--- src/rtl/router_out_arbiter.sv ---
// Packet-granular round-robin arbiter: three FWFT router FIFOs onto one valid/ready egress lane.
// Optional parity checking is enabled by defining ROUTER_ARB_PARITY_CHK_EN.
module router_out_arbiter #(
  parameter int DATA_W  = 8,
  parameter int TIMEOUT = 30
) (
  input  logic              clock,
  input  logic              reset,
  input  logic              fifo_empty_0,
  input  logic              fifo_empty_1,
  input  logic              fifo_empty_2,
  input  logic [DATA_W-1:0] fifo_dout_0,
  input  logic [DATA_W-1:0] fifo_dout_1,
  input  logic [DATA_W-1:0] fifo_dout_2,
  output logic              read_enb_0,
  output logic              read_enb_1,
  output logic              read_enb_2,
  output logic [DATA_W-1:0] out_data,
  output logic              out_valid,
  input  logic              out_ready,
  output logic [1:0]        grant,
  output logic              busy,
  output logic              soft_reset_0,
  output logic              soft_reset_1,
  output logic              soft_reset_2,
  output logic              parity_err
);

  // state     | meaning
  // IDLE      | scanning FIFOs in round-robin order
  // SEND_HDR  | forwarding the header byte of the granted FIFO
  // SEND_BODY | forwarding payload bytes and the trailing parity byte
  typedef enum logic [1:0] {IDLE = 2'd0, SEND_HDR = 2'd1, SEND_BODY = 2'd2} state_t;

  localparam logic [7:0] STALL_MAX = 8'(TIMEOUT - 1);

  state_t            state;
  logic [1:0]        last_grant;
  logic [5:0]        cnt;
  logic [7:0]        stall;
  logic              sel_empty;
  logic [DATA_W-1:0] sel_dout;
  logic [2:0]        empty_vec;
  logic [1:0]        c0, c1, c2, win;
  logic              any_req, xfer, timeout_hit;

  assign empty_vec = {fifo_empty_2, fifo_empty_1, fifo_empty_0};
  assign any_req   = ~&empty_vec;

  always_comb begin
    case (last_grant)
      2'd0:    begin c0 = 2'd1; c1 = 2'd2; c2 = 2'd0; end
      2'd1:    begin c0 = 2'd2; c1 = 2'd0; c2 = 2'd1; end
      default: begin c0 = 2'd0; c1 = 2'd1; c2 = 2'd2; end
    endcase
    if (!empty_vec[c0])      win = c0;
    else if (!empty_vec[c1]) win = c1;
    else                     win = c2;
  end

  always_comb begin
    case (grant)
      2'd0:    begin sel_empty = fifo_empty_0; sel_dout = fifo_dout_0; end
      2'd1:    begin sel_empty = fifo_empty_1; sel_dout = fifo_dout_1; end
      default: begin sel_empty = fifo_empty_2; sel_dout = fifo_dout_2; end
    endcase
  end

  assign out_valid   = busy & ~sel_empty;
  assign out_data    = sel_dout;
  assign xfer        = out_valid & out_ready;
  assign timeout_hit = out_valid & ~out_ready & (stall == STALL_MAX);

  assign read_enb_0   = xfer & (grant == 2'd0);
  assign read_enb_1   = xfer & (grant == 2'd1);
  assign read_enb_2   = xfer & (grant == 2'd2);
  assign soft_reset_0 = timeout_hit & (grant == 2'd0);
  assign soft_reset_1 = timeout_hit & (grant == 2'd1);
  assign soft_reset_2 = timeout_hit & (grant == 2'd2);

  // A 63-byte payload wraps cnt to 0; modular decrement still ends after 64 body bytes.
  always_ff @(posedge clock or posedge reset) begin
    if (reset) begin
      state      <= IDLE;
      grant      <= 2'd0;
      busy       <= 1'b0;
      last_grant <= 2'd2;
      cnt        <= 6'd0;
      stall      <= 8'd0;
    end else begin
      case (state)
        IDLE: begin
          stall <= 8'd0;
          if (any_req) begin
            grant <= win;
            busy  <= 1'b1;
            state <= SEND_HDR;
          end
        end
        SEND_HDR, SEND_BODY: begin
          if (xfer) begin
            stall <= 8'd0;
            if (state == SEND_HDR) begin
              cnt   <= sel_dout[7:2] + 6'd1;
              state <= SEND_BODY;
            end else begin
              cnt <= cnt - 6'd1;
              if (cnt == 6'd1) begin
                last_grant <= grant;
                busy       <= 1'b0;
                state      <= IDLE;
              end
            end
          end else if (timeout_hit) begin
            stall      <= 8'd0;
            last_grant <= grant;
            busy       <= 1'b0;
            state      <= IDLE;
          end else if (out_valid) begin
            stall <= stall + 8'd1;
          end
        end
        default: begin
          busy  <= 1'b0;
          state <= IDLE;
        end
      endcase
    end
  end

`ifdef ROUTER_ARB_PARITY_CHK_EN
  logic [DATA_W-1:0] acc;

  always_ff @(posedge clock or posedge reset) begin
    if (reset)               acc <= '0;
    else if (state == IDLE)  acc <= '0;
    else if (xfer)           acc <= acc ^ out_data;
  end

  assign parity_err = xfer & (state == SEND_BODY) & (cnt == 6'd1) & (acc != out_data);
`else
  assign parity_err = 1'b0;
`endif

endmodule

--- config.mk ---
export PLATFORM = sky130hd
export DESIGN_NAME = router_out_arbiter
export DESIGN_NICKNAME = d
export VERILOG_FILES = /design/src/rtl/router_out_arbiter.sv
export SDC_FILE = /design/constraint.sdc
export NUM_CORES = 1
export LEC_CHECK = 0
export ABC_CLOCK_PERIOD_IN_PS = 5700
export CORE_ASPECT_RATIO = 1.2
export CORE_MARGIN = 4
export CORE_UTILIZATION = 45
export DETAILED_ROUTE_END_ITERATION = 10
export PLACE_DENSITY = 0.88
export SKIP_LAST_GASP = 1
export SLEW_MARGIN = 20
export SYNTH_ARGS = -nofsm -noshare
export SYNTH_HDL_FRONTEND = slang
export SYNTH_SLANG_ARGS = --single-unit
export TNS_END_PERCENT = 1
--- constraint.sdc ---
create_clock -name clock -period 5.7 [get_ports clock]
set_input_delay 1.425 -clock clock [delete_from_list [all_inputs] [get_ports clock]]
set_output_delay 1.425 -clock clock [all_outputs]
set_load 0.1 [all_outputs]
==> flow_summary.html <==
<table>
<tr><th>Metric</th><th>Value</th></tr>
<tr><th colspan="2">Floorplan</th></tr>
<tr><td>Die extent in y</td><td>74.54 um</td></tr>
<tr><td>Row count</td><td>23</td></tr>
<tr><td>Initial standard-cell utilization of the core</td><td>0.4808</td></tr>
<tr><td>Die Area</td><td>4730 um2</td></tr>
<tr><td>Core region area</td><td>3453 um2</td></tr>
<tr><td>Number of ports placed on the die boundary</td><td>49</td></tr>
<tr><td>Horiz. Die Dim</td><td>63.45 um</td></tr>
<tr><th colspan="2">CTS</th></tr>
<tr><td>Clock root cell</td><td>sky130_fd_sc_hd__clkbuf_8</td></tr>
<tr><td>Clock edge transition at the registers on the reported setup and hold paths</td><td>80 ps</td></tr>
<tr><td>Number of hold-repair buffers added at the cts stage</td><td>0</td></tr>
<tr><td>Cts repair resizes</td><td>0</td></tr>
<tr><td>Maximum root-to-sink buffer count</td><td>2</td></tr>
<tr><td>Max H-tree Level</td><td>1</td></tr>
<tr><td>Num Clock Sinks</td><td>21</td></tr>
<tr><td>Total CTS buffers</td><td>3</td></tr>
<tr><td>Source-to-sink clock delay at the later pin of the worst-skew pair</td><td>260 ps</td></tr>
<tr><td>CTS tree</td><td>done</td></tr>
<tr><td>Buffer count from post-CTS setup fixing</td><td>0</td></tr>
<tr><th colspan="2">Drt</th></tr>
<tr><td>First drt pass iteration count</td><td>4</td></tr>
<tr><td>Drc violations</td><td>0</td></tr>
<tr><td>Post-detailed-route wirelength per cell</td><td>14.33 um</td></tr>
<tr><td>Antenna viol nets, final</td><td>0</td></tr>
<tr><td>Overall via count from detail_route</td><td>1483</td></tr>
<tr><td>Per-cell via count in the routed design</td><td>5.575</td></tr>
<tr><td>Total routed wirelength</td><td>3811 um</td></tr>
<tr><td>First DRT Iteration DRCs</td><td>52</td></tr>
<tr><th colspan="2">GRT</th></tr>
<tr><td>Wire length of the first global-routing pass</td><td>6734 um</td></tr>
<tr><td>GRT Residual Overflow</td><td>0</td></tr>
<tr><td>Initial antenna violation count</td><td>0</td></tr>
<tr><td>Largest net degree at the start of global routing</td><td>29</td></tr>
<tr><td>Via count of the first global-routing pass</td><td>1431</td></tr>
<tr><td>GR Util All Layers</td><td>0.1744</td></tr>
<tr><th colspan="2">Power</th></tr>
<tr><td>Leakage</td><td>0.0009182 uW</td></tr>
<tr><td>Internal power contribution</td><td>505.8 uW</td></tr>
<tr><td>Fraction of power spent switching nets</td><td>0.5915</td></tr>
<tr><td>Net Sw Power</td><td>732.3 uW</td></tr>
<tr><td>PwrDens</td><td>581.7 nW/um2</td></tr>
<tr><td>Power share of the sequential group</td><td>0.229</td></tr>
<tr><td>Worst voltage drop across the vdd grid</td><td>0.3213 mV</td></tr>
<tr><td>Post-layout total power</td><td>1238 uW</td></tr>
<tr><td>Proportion of power drawn by combinational gates</td><td>0.694</td></tr>
<tr><td>Part of the total power dissipated in the clock network</td><td>0.078</td></tr>
<tr><th colspan="2">Logic synthesis</th></tr>
<tr><td>Synth warn</td><td>0</td></tr>
<tr><td>Synthesized Nets</td><td>225</td></tr>
<tr><td>Seq/Total Area, Yosys</td><td>0.3173</td></tr>
<tr><td>Post-synth EDFFs</td><td>0</td></tr>
<tr><td>Number of storage elements in the synthesis netlist</td><td>21</td></tr>
<tr><td>Syn_area_per_cell</td><td>8.879 um2</td></tr>
<tr><td>Number of standard cells after synthesis</td><td>187</td></tr>
<tr><td>Most used flip-flop cell after synthesis</td><td>sky130_fd_sc_hd__dfrtp_1</td></tr>
<tr><td>Proportion of synthesized flip-flops having asynchronous set or reset</td><td>1.000</td></tr>
<tr><td>Post-synthesis instance area</td><td>1660 um2</td></tr>
<tr><td>Synth unique cells</td><td>54</td></tr>
<tr><th colspan="2">Outcome</th></tr>
<tr><td>Status</td><td>completed</td></tr>
<tr><th colspan="2">Flow run</th></tr>
<tr><td>Max_cap viols</td><td>0</td></tr>
<tr><th colspan="2">Finish</th></tr>
<tr><td>Post-layout nets</td><td>268</td></tr>
<tr><td>Fraction of the core area covered by cells at the end of the flow</td><td>0.6163</td></tr>
<tr><td>Register Area</td><td>526.8 um2</td></tr>
<tr><td>Multi-input gate area in the final layout</td><td>1020 um2</td></tr>
<tr><td>Layout fillers</td><td>313</td></tr>
<tr><td>Number of antenna cells inserted</td><td>0</td></tr>
<tr><td>Relative area change from synthesis to final layout</td><td>28.18%</td></tr>
<tr><td>Leading cell types in the layout, fill and taps excluded</td><td>sky130_fd_sc_hd__clkdlybuf4s50_1, sky130_fd_sc_hd__nand2_1, sky130_fd_sc_hd__dfrtp_1, sky130_fd_sc_hd__inv_1, sky130_fd_sc_hd__buf_4</td></tr>
<tr><td>Cell Count, Final, Fillers Out</td><td>266</td></tr>
<tr><td>Most common cell after layout, fill and taps aside</td><td>sky130_fd_sc_hd__clkdlybuf4s50_1</td></tr>
<tr><td>Share of post-route cells with drive strength above 1</td><td>0.1441</td></tr>
<tr><th colspan="2">Worst setup path</th></tr>
<tr><td>Data required time of the critical path</td><td>4280 ps</td></tr>
<tr><td>Worst-path fanout max</td><td>6</td></tr>
<tr><td>Critical path launch point type</td><td>input pin</td></tr>
<tr><td>CP arrival</td><td>3280 ps</td></tr>
<tr><td>Crit Path Category</td><td>in -&gt; out</td></tr>
<tr><td>Endpoint kind of the worst setup timing path</td><td>output pin</td></tr>
<tr><th colspan="2">STA</th></tr>
<tr><td>Timing-limited maximum frequency</td><td>0.2124 GHz</td></tr>
<tr><td>Part of the cycle the worst path needs</td><td>0.8260</td></tr>
<tr><td>Number of slew-limit violations in the final report</td><td>0</td></tr>
<tr><td>Fin. Hold Viols</td><td>0</td></tr>
<tr><td>Worst clock skew</td><td>6.404 ps</td></tr>
<tr><td>Setup_tns</td><td>0 ps</td></tr>
<tr><td>Count of final setup violators</td><td>0</td></tr>
<tr><td>Final critical path time including I/O delays and setup</td><td>4708 ps</td></tr>
<tr><td>Worst slew margin</td><td>0.3532</td></tr>
<tr><td>RSZ-0062 raised after global routing</td><td>no</td></tr>
<tr><td>Final worst-path setup slack</td><td>991.8 ps</td></tr>
<tr><td>Tightest Pin Transition</td><td>967.1 ps</td></tr>
<tr><th colspan="2">Placed design</th></tr>
<tr><td>Count of input and output buffers</td><td>47</td></tr>
<tr><td>Placed Instances</td><td>262</td></tr>
<tr><td>Pre-CTS setup slack</td><td>1028 ps</td></tr>
<tr><td>Half-perimeter wire length of the detailed placement result</td><td>3037 um</td></tr>
<tr><td>Routability congestion estimate</td><td>0.8322</td></tr>
<tr><th colspan="2">Worst hold path</th></tr>
<tr><td>Worst min-delay path class</td><td>reg -&gt; reg</td></tr>
</table>
[synthesized netlist by cell type, types with 4 or more instances]
master / instances / share of area
sky130_fd_sc_hd__o21ai_0: 12 / 0.036
sky130_fd_sc_hd__xnor2_1: 4 / 0.021
sky130_fd_sc_hd__nor4_1: 4 / 0.015
sky130_fd_sc_hd__inv_1: 15 / 0.034
sky130_fd_sc_hd__ha_1: 8 / 0.060
sky130_fd_sc_hd__nand2_1: 22 / 0.050
sky130_fd_sc_hd__nand3_1: 4 / 0.012
sky130_fd_sc_hd__nor2_1: 11 / 0.025
sky130_fd_sc_hd__dfrtp_1: 20 / 0.30
sky130_fd_sc_hd__nor3_1: 4 / 0.012
sky130_fd_sc_hd__xor2_1: 5 / 0.026
sky130_fd_sc_hd__mux2i_1: 8 / 0.048
sky130_fd_sc_hd__a21oi_1: 7 / 0.021
[cell families after synthesis]
logic type,share of synthesized area
AOI/OAI and AO/OA,0.1711
xor gates and xnor gates,0.04747
adders and majority gates,0.06029
buffers and inverters,0.07159
DFF,0.3173
muxes,0.1047
other,0.002259
and+or+nand+nor,0.2253
[registers in the layout (all words and copies together), names as in the netlist]
name        flops
busy            1
cnt             6
grant           2
last_grant      2
stall           8
state           2
[worst max-delay path: stages]
cell and delay [ps]:
sky130_fd_sc_hd__clkdlybuf4s50_1 500, sky130_fd_sc_hd__mux2_4 340, sky130_fd_sc_hd__mux2i_4 160, sky130_fd_sc_hd__nand2_1 110
sky130_fd_sc_hd__inv_1 130, sky130_fd_sc_hd__nand2_1 120, sky130_fd_sc_hd__nor3_1 170, sky130_fd_sc_hd__buf_4 320
[path summary, 6_finish.rpt]
path / endpoint / cells past startpoint / slack, ps / start
worst max-delay path: soft_reset_0 / 8 / 990 / fifo_empty_0
worst min-delay path: state[1] / 1 / 530 / state[1]
worst max register to register: state[0] / 6 / 3190 / grant[0]
worst min register to register: state[1] / 1 / 530 / state[1]
max in group asynchronous: stall[6] / 2 / 3600 / reset
min in group asynchronous: cnt[3] / 2 / 1610 / reset
[area by class of cell]
type                       instances  area share
tap                               37     0.02175
sequential                        21      0.2475
multi-input combinational        142      0.4791
clock buffer                       3     0.01940
inverter                          15     0.02646
clock inverter                     1    0.002352
timing repair buffer              47      0.2034
[stage by stage]
stage	instance area [um2]	hold slack (ps)
floorplan	1665	481.3
finish	2128	529.4
global placement	2082	513.1
global route	2128	566.3
CTS	2128	533.7
detailed placement	2082	516.2
[metal layers]
metal  global-route usage  up-vias  share of wire
li1                     -      755              -
met5                    0        -              0
met1               0.2160      687           0.45
met3              0.03323        2          0.052
met2               0.3248       39           0.50
met4              0.02158        0         0.0031
[power by group through the flow]
stage | Sequential, uW | Clock [uW] | Combinational, uW
final | 283 | 96.3 | 859
after global routing | 296 | 107 | 924
after CTS | 282 | 98.5 | 863
after detailed placement | 285 | 0 | 860
after global placement | 282 | 0 | 847
after floorplan | 307 | 0 | 678
Power figures use the tool's default switching activity.
